<file path="src/rtl/cg_vector_writeback_pkg.sv">
// Shared types, defaults and helpers for the CG vector writeback stage.
// State encoding and the word-count helper live here so sub-blocks agree.
package cg_pkg;

    localparam int CG_ELEMENT_WIDTH = 32;
    localparam int CG_NO_OF_UNITS   = 8;

    localparam logic [1:0] ST_IDLE = 2'd0;
    localparam logic [1:0] ST_XR   = 2'd1;
    localparam logic [1:0] ST_P    = 2'd2;
    localparam logic [1:0] ST_DONE = 2'd3;

    // The 33-bit intermediate keeps n + d - 1 from wrapping.
    function automatic logic [31:0] cg_ceil_div(
        input logic [31:0] n,
        input logic [31:0] d
    );
        logic [32:0] num;
        logic [32:0] quo;
        num = {1'b0, n} + {1'b0, d} - 33'd1;
        quo = num / {1'b0, d};
        return quo[31:0];
    endfunction

endpackage

</file>
<file path="src/rtl/cg_vector_writeback_if.sv">
// Handshake/data bundle between the CG ALU wrapper and the writeback stage.
// master drives ALU results and control, slave drives the memory ports.
interface cg_vector_writeback_if #(
    parameter int element_width          = 32,
    parameter int no_of_units            = 8,
    parameter int memories_address_width = 32,
    parameter int iter_width             = 16
);
    localparam int LW = element_width * no_of_units;
    localparam int AW = memories_address_width;

    logic                  start;
    logic [31:0]           total;
    logic [iter_width-1:0] max_iter;
    logic                  converged;
    logic                  xr_valid;
    logic                  p_valid;
    logic [LW-1:0]         x_in;
    logic [LW-1:0]         r_in;
    logic [LW-1:0]         p_in;

    logic                  mem_x_we;
    logic                  mem_r_we;
    logic                  mem_rprev_we;
    logic                  mem_p_we;
    logic [AW-1:0]         mem_wr_addr_xr;
    logic [AW-1:0]         mem_wr_addr_p;
    logic [LW-1:0]         mem_x_data;
    logic [LW-1:0]         mem_r_data;
    logic [LW-1:0]         mem_p_data;
    logic                  xr_done;
    logic                  p_done;
    logic [iter_width-1:0] iteration;
    logic                  busy;
    logic                  finish_all;
    logic                  phase_err;

    modport master (
        output start, total, max_iter, converged,
        output xr_valid, p_valid, x_in, r_in, p_in,
        input  mem_x_we, mem_r_we, mem_rprev_we, mem_p_we,
        input  mem_wr_addr_xr, mem_wr_addr_p,
        input  mem_x_data, mem_r_data, mem_p_data,
        input  xr_done, p_done, iteration,
        input  busy, finish_all, phase_err
    );

    modport slave (
        input  start, total, max_iter, converged,
        input  xr_valid, p_valid, x_in, r_in, p_in,
        output mem_x_we, mem_r_we, mem_rprev_we, mem_p_we,
        output mem_wr_addr_xr, mem_wr_addr_p,
        output mem_x_data, mem_r_data, mem_p_data,
        output xr_done, p_done, iteration,
        output busy, finish_all, phase_err
    );

endinterface

</file>
<file path="src/rtl/cg_wb_addr_gen.sv">
// Word address counter for one writeback phase.
// Wraps to 0 after the beat at words_i-1 and flags that last beat.
module cg_wb_addr_gen
    import cg_pkg::*;
#(
    parameter int AW = 32
) (
    input  logic          clk,
    input  logic          rst,
    input  logic          clr_i,
    input  logic          adv_i,
    input  logic [AW-1:0] words_i,
    output logic [AW-1:0] addr_o,
    output logic          last_o
);

    logic [AW-1:0] addr_q;
    logic [AW-1:0] addr_d;

    assign addr_o = addr_q;
    assign last_o = (addr_q == words_i - AW'(1));

    always_comb begin
        addr_d = addr_q;
        if (clr_i) begin
            addr_d = '0;
        end else if (adv_i) begin
            addr_d = last_o ? '0 : addr_q + AW'(1);
        end
    end

    always_ff @(posedge clk or posedge rst) begin
        if (rst) addr_q <= '0;
        else     addr_q <= addr_d;
    end

endmodule

</file>
<file path="src/rtl/cg_vector_writeback.sv">
// CG writeback stage: X/R then P vector memory writes per iteration.
// Define CG_WB_ZERO_PAD_EN to zero the unused lanes of the last word.
module cg_vector_writeback
    import cg_pkg::*;
#(
    parameter int element_width          = CG_ELEMENT_WIDTH,
    parameter int no_of_units            = CG_NO_OF_UNITS,
    parameter int memories_address_width = 32,
    parameter int iter_width             = 16
) (
    input  logic clk,
    input  logic reset,
    cg_vector_writeback_if.slave bus
);

    localparam int LW = element_width * no_of_units;
    localparam int AW = memories_address_width;
    localparam int IW = iter_width;

    logic [1:0]    state_q, state_d;
    logic [AW-1:0] words_q, words_d;
    logic [IW-1:0] max_q, max_d;
    logic [IW-1:0] iter_q, iter_d;
    logic          xwe_q, xwe_d;
    logic          pwe_q, pwe_d;
    logic [AW-1:0] axr_q, axr_d;
    logic [AW-1:0] ap_q, ap_d;
    logic [LW-1:0] xd_q, xd_d;
    logic [LW-1:0] rd_q, rd_d;
    logic [LW-1:0] pd_q, pd_d;
    logic          xdone_q, xdone_d;
    logic          pdone_q, pdone_d;
    logic          fin_q, fin_d;
    logic          err_q, err_d;

    logic          idle, go, rej;
    logic          xr_acc, p_acc, xr_bad, p_bad;
    logic [AW-1:0] xr_addr, p_addr;
    logic          xr_last, p_last;
    logic [31:0]   tw;
    logic [IW-1:0] iter_nx;
    logic [LW-1:0] x_pad, r_pad, p_pad;

    assign idle   = (state_q == ST_IDLE) || (state_q == ST_DONE);
    assign rej    = idle && bus.start &&
                    (bus.total == '0 || bus.max_iter == '0);
    assign go     = idle && bus.start && !rej;
    assign xr_acc = (state_q == ST_XR) && bus.xr_valid;
    assign p_acc  = (state_q == ST_P) && bus.p_valid;
    assign xr_bad = bus.xr_valid && (state_q != ST_XR);
    assign p_bad  = bus.p_valid && (state_q != ST_P);
    assign tw      = cg_ceil_div(bus.total, 32'(no_of_units));
    assign iter_nx = iter_q + IW'(1);

    cg_wb_addr_gen #(.AW(AW)) u_xr_addr (
        .clk     (clk),
        .rst     (reset),
        .clr_i   (go),
        .adv_i   (xr_acc),
        .words_i (words_q),
        .addr_o  (xr_addr),
        .last_o  (xr_last)
    );

    cg_wb_addr_gen #(.AW(AW)) u_p_addr (
        .clk     (clk),
        .rst     (reset),
        .clr_i   (go),
        .adv_i   (p_acc),
        .words_i (words_q),
        .addr_o  (p_addr),
        .last_o  (p_last)
    );

`ifdef CG_WB_ZERO_PAD_EN
    // Number of live lanes in the final word, 1..no_of_units.
    logic [31:0] keep_q, keep_d;

    assign keep_d = go ?
        bus.total - (tw - 32'd1) * 32'(no_of_units) : keep_q;

    always_ff @(posedge clk or posedge reset) begin
        if (reset) keep_q <= '0;
        else       keep_q <= keep_d;
    end

    always_comb begin
        x_pad = bus.x_in;
        r_pad = bus.r_in;
        p_pad = bus.p_in;
        for (int i = 0; i < no_of_units; i++) begin
            if (32'(i) >= keep_q) begin
                if (xr_last) begin
                    x_pad[i*element_width +: element_width] = '0;
                    r_pad[i*element_width +: element_width] = '0;
                end
                if (p_last) begin
                    p_pad[i*element_width +: element_width] = '0;
                end
            end
        end
    end
`else
    assign x_pad = bus.x_in;
    assign r_pad = bus.r_in;
    assign p_pad = bus.p_in;
`endif

    always_comb begin
        state_d = state_q;
        words_d = words_q;
        max_d   = max_q;
        iter_d  = iter_q;
        xwe_d   = 1'b0;
        pwe_d   = 1'b0;
        axr_d   = axr_q;
        ap_d    = ap_q;
        xd_d    = xd_q;
        rd_d    = rd_q;
        pd_d    = pd_q;
        xdone_d = 1'b0;
        pdone_d = 1'b0;
        fin_d   = fin_q | (state_q == ST_DONE);
        err_d   = err_q | xr_bad | p_bad | rej;

        if (go) begin
            state_d = ST_XR;
            words_d = AW'(tw);
            max_d   = bus.max_iter;
            iter_d  = '0;
            axr_d   = '0;
            ap_d    = '0;
            fin_d   = 1'b0;
            err_d   = xr_bad | p_bad;
        end

        if (xr_acc) begin
            xwe_d   = 1'b1;
            axr_d   = xr_addr;
            xd_d    = x_pad;
            rd_d    = r_pad;
            xdone_d = xr_last;
            if (xr_last) state_d = ST_P;
        end

        if (p_acc) begin
            pwe_d   = 1'b1;
            ap_d    = p_addr;
            pd_d    = p_pad;
            pdone_d = p_last;
            if (p_last) begin
                iter_d = iter_nx;
                // Converged level is only sampled on the closing P beat.
                if (bus.converged || iter_nx == max_q) state_d = ST_DONE;
                else                                   state_d = ST_XR;
            end
        end
    end

    always_ff @(posedge clk or posedge reset) begin
        if (reset) begin
            state_q <= ST_IDLE;
            words_q <= '0;
            max_q   <= '0;
            iter_q  <= '0;
            xwe_q   <= 1'b0;
            pwe_q   <= 1'b0;
            axr_q   <= '0;
            ap_q    <= '0;
            xd_q    <= '0;
            rd_q    <= '0;
            pd_q    <= '0;
            xdone_q <= 1'b0;
            pdone_q <= 1'b0;
            fin_q   <= 1'b0;
            err_q   <= 1'b0;
        end else begin
            state_q <= state_d;
            words_q <= words_d;
            max_q   <= max_d;
            iter_q  <= iter_d;
            xwe_q   <= xwe_d;
            pwe_q   <= pwe_d;
            axr_q   <= axr_d;
            ap_q    <= ap_d;
            xd_q    <= xd_d;
            rd_q    <= rd_d;
            pd_q    <= pd_d;
            xdone_q <= xdone_d;
            pdone_q <= pdone_d;
            fin_q   <= fin_d;
            err_q   <= err_d;
        end
    end

    assign bus.mem_x_we       = xwe_q;
    assign bus.mem_r_we       = xwe_q;
    assign bus.mem_rprev_we   = xwe_q;
    assign bus.mem_p_we       = pwe_q;
    assign bus.mem_wr_addr_xr = axr_q;
    assign bus.mem_wr_addr_p  = ap_q;
    assign bus.mem_x_data     = xd_q;
    assign bus.mem_r_data     = rd_q;
    assign bus.mem_p_data     = pd_q;
    assign bus.xr_done        = xdone_q;
    assign bus.p_done         = pdone_q;
    assign bus.iteration      = iter_q;
    assign bus.busy           = (state_q == ST_XR) || (state_q == ST_P);
    assign bus.finish_all     = fin_q;
    assign bus.phase_err      = err_q;

endmodule

</file>
<file path="src/flat_wrapper.sv">
// flat-port wrapper written by rule: the top's interface ports become plain ports
module cg_vector_writeback_flat import cg_pkg::*;
#(
    parameter int element_width          = CG_ELEMENT_WIDTH,
    parameter int no_of_units            = CG_NO_OF_UNITS,
    parameter int memories_address_width = 32,
    parameter int iter_width             = 16
)
  (clk, reset, bus_start, bus_total, bus_max_iter, bus_converged, bus_xr_valid, bus_p_valid, bus_x_in, bus_r_in, bus_p_in, bus_mem_x_we, bus_mem_r_we, bus_mem_rprev_we, bus_mem_p_we, bus_mem_wr_addr_xr, bus_mem_wr_addr_p, bus_mem_x_data, bus_mem_r_data, bus_mem_p_data, bus_xr_done, bus_p_done, bus_iteration, bus_busy, bus_finish_all, bus_phase_err);
  cg_vector_writeback_if #(.element_width(element_width), .no_of_units(no_of_units), .memories_address_width(memories_address_width), .iter_width(iter_width)) bus_i ();
  input  logic clk;
  input  logic reset;
  input wire logic [$bits(bus_i.start)-1:0] bus_start;
  input wire logic [$bits(bus_i.total)-1:0] bus_total;
  input wire logic [$bits(bus_i.max_iter)-1:0] bus_max_iter;
  input wire logic [$bits(bus_i.converged)-1:0] bus_converged;
  input wire logic [$bits(bus_i.xr_valid)-1:0] bus_xr_valid;
  input wire logic [$bits(bus_i.p_valid)-1:0] bus_p_valid;
  input wire logic [$bits(bus_i.x_in)-1:0] bus_x_in;
  input wire logic [$bits(bus_i.r_in)-1:0] bus_r_in;
  input wire logic [$bits(bus_i.p_in)-1:0] bus_p_in;
  output wire logic [$bits(bus_i.mem_x_we)-1:0] bus_mem_x_we;
  output wire logic [$bits(bus_i.mem_r_we)-1:0] bus_mem_r_we;
  output wire logic [$bits(bus_i.mem_rprev_we)-1:0] bus_mem_rprev_we;
  output wire logic [$bits(bus_i.mem_p_we)-1:0] bus_mem_p_we;
  output wire logic [$bits(bus_i.mem_wr_addr_xr)-1:0] bus_mem_wr_addr_xr;
  output wire logic [$bits(bus_i.mem_wr_addr_p)-1:0] bus_mem_wr_addr_p;
  output wire logic [$bits(bus_i.mem_x_data)-1:0] bus_mem_x_data;
  output wire logic [$bits(bus_i.mem_r_data)-1:0] bus_mem_r_data;
  output wire logic [$bits(bus_i.mem_p_data)-1:0] bus_mem_p_data;
  output wire logic [$bits(bus_i.xr_done)-1:0] bus_xr_done;
  output wire logic [$bits(bus_i.p_done)-1:0] bus_p_done;
  output wire logic [$bits(bus_i.iteration)-1:0] bus_iteration;
  output wire logic [$bits(bus_i.busy)-1:0] bus_busy;
  output wire logic [$bits(bus_i.finish_all)-1:0] bus_finish_all;
  output wire logic [$bits(bus_i.phase_err)-1:0] bus_phase_err;
  assign bus_i.start = bus_start;
  assign bus_i.total = bus_total;
  assign bus_i.max_iter = bus_max_iter;
  assign bus_i.converged = bus_converged;
  assign bus_i.xr_valid = bus_xr_valid;
  assign bus_i.p_valid = bus_p_valid;
  assign bus_i.x_in = bus_x_in;
  assign bus_i.r_in = bus_r_in;
  assign bus_i.p_in = bus_p_in;
  assign bus_mem_x_we = bus_i.mem_x_we;
  assign bus_mem_r_we = bus_i.mem_r_we;
  assign bus_mem_rprev_we = bus_i.mem_rprev_we;
  assign bus_mem_p_we = bus_i.mem_p_we;
  assign bus_mem_wr_addr_xr = bus_i.mem_wr_addr_xr;
  assign bus_mem_wr_addr_p = bus_i.mem_wr_addr_p;
  assign bus_mem_x_data = bus_i.mem_x_data;
  assign bus_mem_r_data = bus_i.mem_r_data;
  assign bus_mem_p_data = bus_i.mem_p_data;
  assign bus_xr_done = bus_i.xr_done;
  assign bus_p_done = bus_i.p_done;
  assign bus_iteration = bus_i.iteration;
  assign bus_busy = bus_i.busy;
  assign bus_finish_all = bus_i.finish_all;
  assign bus_phase_err = bus_i.phase_err;
  cg_vector_writeback #(.element_width(element_width), .no_of_units(no_of_units), .memories_address_width(memories_address_width), .iter_width(iter_width)) u_core (.clk(clk), .reset(reset), .bus(bus_i));
endmodule
</file>
<file path="config.mk">
export PLATFORM = sky130hd
export DESIGN_NAME = cg_vector_writeback_flat
export DESIGN_NICKNAME = d
export VERILOG_FILES = /design/src/rtl/cg_vector_writeback_pkg.sv /design/src/rtl/cg_vector_writeback_if.sv /design/src/rtl/cg_wb_addr_gen.sv /design/src/rtl/cg_vector_writeback.sv /design/src/flat_wrapper.sv
export SDC_FILE = /design/constraint.sdc
export NUM_CORES = 2
export LEC_CHECK = 0
export CAP_MARGIN = 20
export CORE_AREA = 2 2 652 654
export DETAILED_ROUTE_END_ITERATION = 8
export DIE_AREA = 0 0 654 656
export HOLD_SLACK_MARGIN = 0.03
export PLACE_DENSITY = 0.34
export SYNTH_ARGS = -nofsm -noshare
export SYNTH_HDL_FRONTEND = slang
export SYNTH_SLANG_ARGS = --single-unit
export TNS_END_PERCENT = 1
</file>
<file path="constraint.sdc">
create_clock -name clk -period 45.6 [get_ports clk]
set_clock_uncertainty 0.05 [all_clocks]
set_input_delay 9.12 -clock clk [delete_from_list [all_inputs] [get_ports clk]]
set_output_delay 9.12 -clock clk [all_outputs]
set_load 0.01 [all_outputs]
</file>
After elaboration in Yosys (flattened, before gate mapping)

Cells that the tools add are included.

Flip-flop bits (word level): 966
Logic and storage cells: 77
Bits of input ports: 822

Reductions and logical operators: 17
$add $sub $neg: 6
Bitwise gates (word level): 5
Equality and inequality tests: 8
Muxes and demuxes: 24

Operator list:

| cell                                               | count |
|---|---|
| two-way mux 32 bit                                 | 9 |
| adder 32 x 1 -> 32 bit, second input constant      | 2 |
| == test 32 bit                                     | 2 |
| two-way mux 16 bit                                 | 3 |
| adder 32 x 4 -> 33 bit, second input constant      | 1 |
| subtractor 33 x 1 -> 33 bit, second input constant | 1 |
| zero test 32 bit                                   | 1 |
| subtractor 30 x 1 -> 31 bit, second input constant | 1 |
| adder 16 x 1 -> 16 bit, second input constant      | 1 |
| == test 16 bit                                     | 1 |
| zero test 16 bit                                   | 1 |
| two-way mux 2 bit                                  | 6 |
| logical AND 1 bit                                  | 7 |
| two-way mux 1 bit                                  | 6 |
| bitwise OR 1 bit                                   | 5 |
| == test 2 bit, second input constant               | 2 |
| logical OR 1 bit                                   | 4 |
| nonzero test 2 bit                                 | 2 |
| == test 2 x 1 -> 1 bit, second input constant      | 1 |
| zero test 2 bit                                    | 1 |
| != test 2 x 1 -> 1 bit, second input constant      | 1 |
| != test 2 bit, second input constant               | 1 |
| zero test 1 bit                                    | 1 |

Depth between registers and ports, before layout

Word-level depth: 11
Depth in mapped cells: 16

Modules after synthesis

Synthesis repeated with hierarchy kept, for this count alone.

Cell total of the unflattened synthesis: 4769
Area, all modules: 41244.6 µm²

Modules (own cells, without submodules):

| module              | seq. area each (µm²) | times used | area each (µm²) | cells each |
|---|---|---|---|---|
| cg_vector_writeback | 22571.6              | 1          | 34971.0         | 3985 |
| cg_wb_addr_gen      | 800.8                | 2          | 3136.8          | 392 |

Worst setup path before layout

OpenSTA, ideal clock, no wires.

Path type: input to register
Start: input port bus_total[16]
End: register u_core.u_p_addr.addr_q[30] (netlist: u_core.u_p_addr.addr_o[30])
Slack: 34371 ps
Setup time: 69 ps
Stages on the path: 8
Data arrival time: 11109 ps
Path through: or4_1 > nor2_1 > nand2_1 > o31ai_1 > clkbuf_1 > buf_1 > o2111ai_1 > nand3_1

Word-level cells in the longest chain between the ends: 6
Elaborated cells between the ends (all ways): 7
Those cells by class: 1 x mux; 6 x reduce/logical

RTL lines:

| what                                                     | RTL line                  | text |
|---|---|---|
| start: declaration                                       | flat_wrapper.sv:14        | `input wire logic [$bits(bus_i.total)-1:0] bus_total;` |
| zero test 32 bit (*)                                     | cg_vector_writeback.sv:46 | `(bus.total == '0 \|\| bus.max_iter == '0);` |
| logical OR 1 bit (*)                                     | cg_vector_writeback.sv:46 |  |
| logical AND 1 bit (*)                                    | cg_vector_writeback.sv:45 | `assign rej = idle && bus.start &&` |
| zero test 1 bit (*)                                      | cg_vector_writeback.sv:47 | `assign go = idle && bus.start && !rej;` |
| logical AND 1 bit (*)                                    | cg_vector_writeback.sv:47 |  |
| two-way mux 32 bit or nonzero test 2 bit (tied branches) | -                         |  |
| end signal: assignment                                   | cg_wb_addr_gen.sv:34      | `else addr_q <= addr_d;` |
| end: declaration                                         | cg_wb_addr_gen.sv:17      | `logic [AW-1:0] addr_q;` |

Every way passes the cells marked *; elsewhere a longest branch is shown, timed or not.
A chain may end at the register's enable or synchronous reset.

==> results.md <==
Route:
- Detailed routing placed a total of 176000 um of wire on met2.
- The average routed wire per standard cell is 29.5 um.
- For this run, design rule violations remaining after detail routing come to 0.
- The number of detailed-routing iterations run before antenna repair is 5.
- The met1 wire length is 142000 um.
- The routed layout has a little over 40000 vias.
- The count of nets left with antenna violations after detail routing is 0.
- The routed wire length is 358000 um.
- For this block, the initial DRC count from the detailed router was 2878.
- The total length of routed met3 wires is 30100 um.
- The uppermost layer routed is met5.
- Using the TritonRoute via totals, the vias-per-cell ratio works out to 3.38.

Clock network:
- The number of clock buffers added by TritonCTS is between 100 and 150.
- The clock latency of the later-clocked register in the worst-skew pair is 0.84 ns.
- The setup fix buffers added after clock tree synthesis is 0.
- TritonCTS built the clock tree.
- The post-CTS resize count is 0.
- The clock tree synthesis step divided the H-tree into 4 levels.
- The longest clock path from root to sink contains 4 buffers.
- The quantity of hold-fixing buffers added after cts is 0.
- The root buffer cell is clkbuf_16.
- The register clock-pin slew on the reported worst setup and hold paths is 0.06 ns.
- The clock drives 966 sinks.

Logic synthesis:
- The synthesized design contains 0 enable-type register cells.
- In the synthesized netlist the dominant register cell turns out to be dfrtp_1.
- Summed over all instances, the cell type with the most area after synthesis is dfrtp_1.
- During synthesis, Yosys emitted a total of 0 warnings.
- The share of synthesized registers carrying an async set or reset is 100%.
- Ranked by total cell area, the synthesized netlist is headed by dfrtp_1 59%, nand2_1 24%, clkbuf_1 2.3%, xnor2_1 1.8%, o21ai_0 1.4%.
- The number of nets in the synthesized netlist is approximately 5600.
- The share of the Yosys chip area taken by registers is 59.4%.
- The synthesized area divided by synthesized cell count is 8.60 um2.
- The register bit total from synthesis is 966.
- The number of cells produced by synthesis is between 4000 and 5000.
- The top cell type's share of synthesized area is about three fifths.
- The count of different cell masters after synthesis is 76.
- The mapped cell area is around 40000 um2.

Setup path:
- The maximum fanout along the worst path is 68.
- The arrival time of the worst setup path is 14.76 ns.
- The worst setup path is launched from an input port.
- For the worst setup path, the data required time is 46.37 ns.
- The setup path with the least slack is of type input port to asynchronous set/reset pin.
- STA classifies the critical path endpoint as an asynchronous set/reset pin.

STA:
- The shortest clock period the worst path allows after layout is 13.99 ns.
- The total negative setup slack is 0 ns.
- The slew at the pin closest to its max-slew limit is approximately 1.1 ns.
- Based on the critical path, the design can be clocked at up to 0.0715 GHz.
- The final count of hold timing violations is 0.
- Setup repair after global routing left no endpoint under its margin.
- The final number of setup-violating endpoints is 0.
- The number of pins with negative max-slew slack in the final report is 0.
- The worst pin sits at a relative slew slack of between 20% and 30%.
- Of the available clock period, the critical path in the final layout requires between 30% and 40%.

Die:
- The die outline width is 654 um.
- Pin placement for this block handled around 1700 I/O pins.
- For this configuration, the core starts out at a cell density of approximately a tenth.
- The total area inside the core boundary comes to 422000 um2.
- The die covers 429000 um2.
- In this run the core area contains 239 standard-cell rows.
- Measured along the y axis, the die boundary spans 656 um.

Min path:
- The kind of path behind the tightest hold check is flop to flop.

Placement:
- The global placer's final weighted congestion is roughly 0.93.
- The total half-perimeter wirelength after legalization and detailed placement is 300000 um.
- The total of buffers placed on input and output ports is between 1500 and 2000.

GRT:
- For this run, the total global-route usage over all layers was measured as 16.2%.
- The number of global-route vias before repair is between 40000 and 50000.
- The initial antenna violation count was 300.
- After global routing the overflow that remains totals 0.
- The first global-routing pass estimated ~460000 um of wire.
- The largest net degree at the start of global routing is 165.

Status:
- The run finished with clean final reports.

Cells and area:
- The library cell used most frequently in the layout, excluding fill and tap cells, is nand2_1.
- The number of nets at the end of the flow is 7150.
- The library cells used most frequently in the layout, excluding fill and tap cells, are 2606 x nand2_1, 1678 x clkdlybuf4s50_1, 966 x dfrtp_1, 151 x clkbuf_16, 117 x o21ai_0.
- The area growth from synthesis to final layout is 69.3%.
- The post-route netlist has 4.70% of its cells at a drive strength greater than 1.

Flow run:
- Across the run, the number of max-cap violations was 0.

Pwr:
- The analysis attributes to cell leakage a power of 30.4 nW.
- Across the VDD grid, the largest voltage drop is 24.6 uV.
- The completed layout was analyzed and its total power is 2.80 mW.
- The power per cell area is 40.6 nW/um2.
-- through the flow --
step	utilization, %	cell area (um2)	hold slack (ns)	std cells	worst slack, ns
6_report	16.3	68900	0.422	12153	31.61
5_1_grt	16.3	68800	0.440	12095	30.86
4_1_cts	16.3	68700	0.425	12082	31.34
3_5_place_dp	15.1	63900	0.411	11832	30.37
3_3_place_gp	15.1	63900	0.407	11832	30.46
2_1_floorplan	-	40700	0.415	4732	9.26
-- per-layer routing --
| layer | vias up | GRT usage (%) |
|---|---|---|
| met1 | 20376 | 19.0 |
| met3 | 623 | 5.50 |
| li1 | 18217 | - |
| met4 | 88 | 3.21 |
| met2 | 1737 | 28.5 |
| met5 | - | 0 |
-- report_power, final --
part / internal, mW / total (mW) / switching [mW]
combinational: 0.248 / 0.570 / 0.322
sequential: 0.938 / 1.04 / 0.101
clock: 0.706 / 1.19 / 0.481
-- path summary, 6_finish.rpt --
check	startpoint	end	slack, ns	cells past startpoint
max in group clk	bus_xr_valid	u_core.bus.mem_x_data[110]	32.17	9
min reg2reg	u_core.bus.mem_r_data[148]	u_core.bus.mem_r_data[148]	0.42	2
min	u_core.bus.mem_r_data[148]	u_core.bus.mem_r_data[148]	0.42	2
min in group asynchronous	reset	u_core.bus.mem_p_data[226]	8.70	2
max reg2reg	u_core.words_q[4]	u_core.u_xr_addr.addr_o[5]	40.06	9
max	reset	u_core.bus.mem_r_data[238]	31.61	8
-- critical path: stages --
cell and delay, ns:
clkdlybuf4s50_1 0.49, inv_8 0.43, buf_4 0.67, buf_4 0.69, buf_4 0.50, buf_4 0.75
buf_4 0.83, buf_4 0.93
-- cells by family (layout without fill, tap and decap cells) --
family	after synthesis	count (layout)	share of synthesized area [%]
adder cells (fa/ha/maj)	7	7	0.215
multiplexers	9	9	0.227
buffers and inverters	316	2004	3.04
XOR/XNOR	149	149	3.31
AO/OA/AOI/OAI	268	268	4.14
flip-flops	966	966	59.4
AND/OR/NAND/NOR	3017	3017	29.7
other	0	70	0
-- state kept, by name, indices dropped and copies added, names as in the netlist --
register                   flops
u_core.bus.xr_done             1
u_core.bus.phase_err           1
u_core.u_p_addr.addr_o        32
u_core.bus.mem_wr_addr_p      32
u_core.bus.mem_wr_addr_xr     32
u_core.bus.iteration          16
u_core.bus.mem_p_we            1
u_core.bus.mem_r_data        256
u_core.max_q                  16
u_core.words_q                30
u_core.bus.mem_p_data        256
u_core.u_xr_addr.addr_o       32
u_core.state_q                 2
u_core.bus.p_done              1
u_core.bus.mem_x_data        256
u_core.bus.finish_all          1
u_core.bus.mem_r_we            1
-- layout make-up --
cell class / instances / area (um2)
sequential: 966 / 24200
tap: 5663 / 7090
fill: 47760 / 353000
clock inverter: 44 / 581
antenna: 70 / 175
clock buffer: 206 / 4220
multi-input combinational: 3450 / 15300
timing repair buffer: 1728 / 17200
inverter: 26 / 120
-- synth_stat cells (10+ instances only) --
library cell  instances
or4_1                12
nand2b_1             15
clkbuf_1            248
buf_1                27
and3_1               27
nor2_1              102
or3_1                15
xnor2_1              83
inv_1                25
nor4_1               34
or2_2                10
dfrtp_1             966
nor3_1               31
a21o_1               12
a21oi_1              26
a21boi_0             11
o21ai_0             117
nand3_1              75
a31oi_1              27
nand3b_1             16
nand4_1              26
nand2_1            2608
xor2_1               63
(Power assumes the default switching activity.)
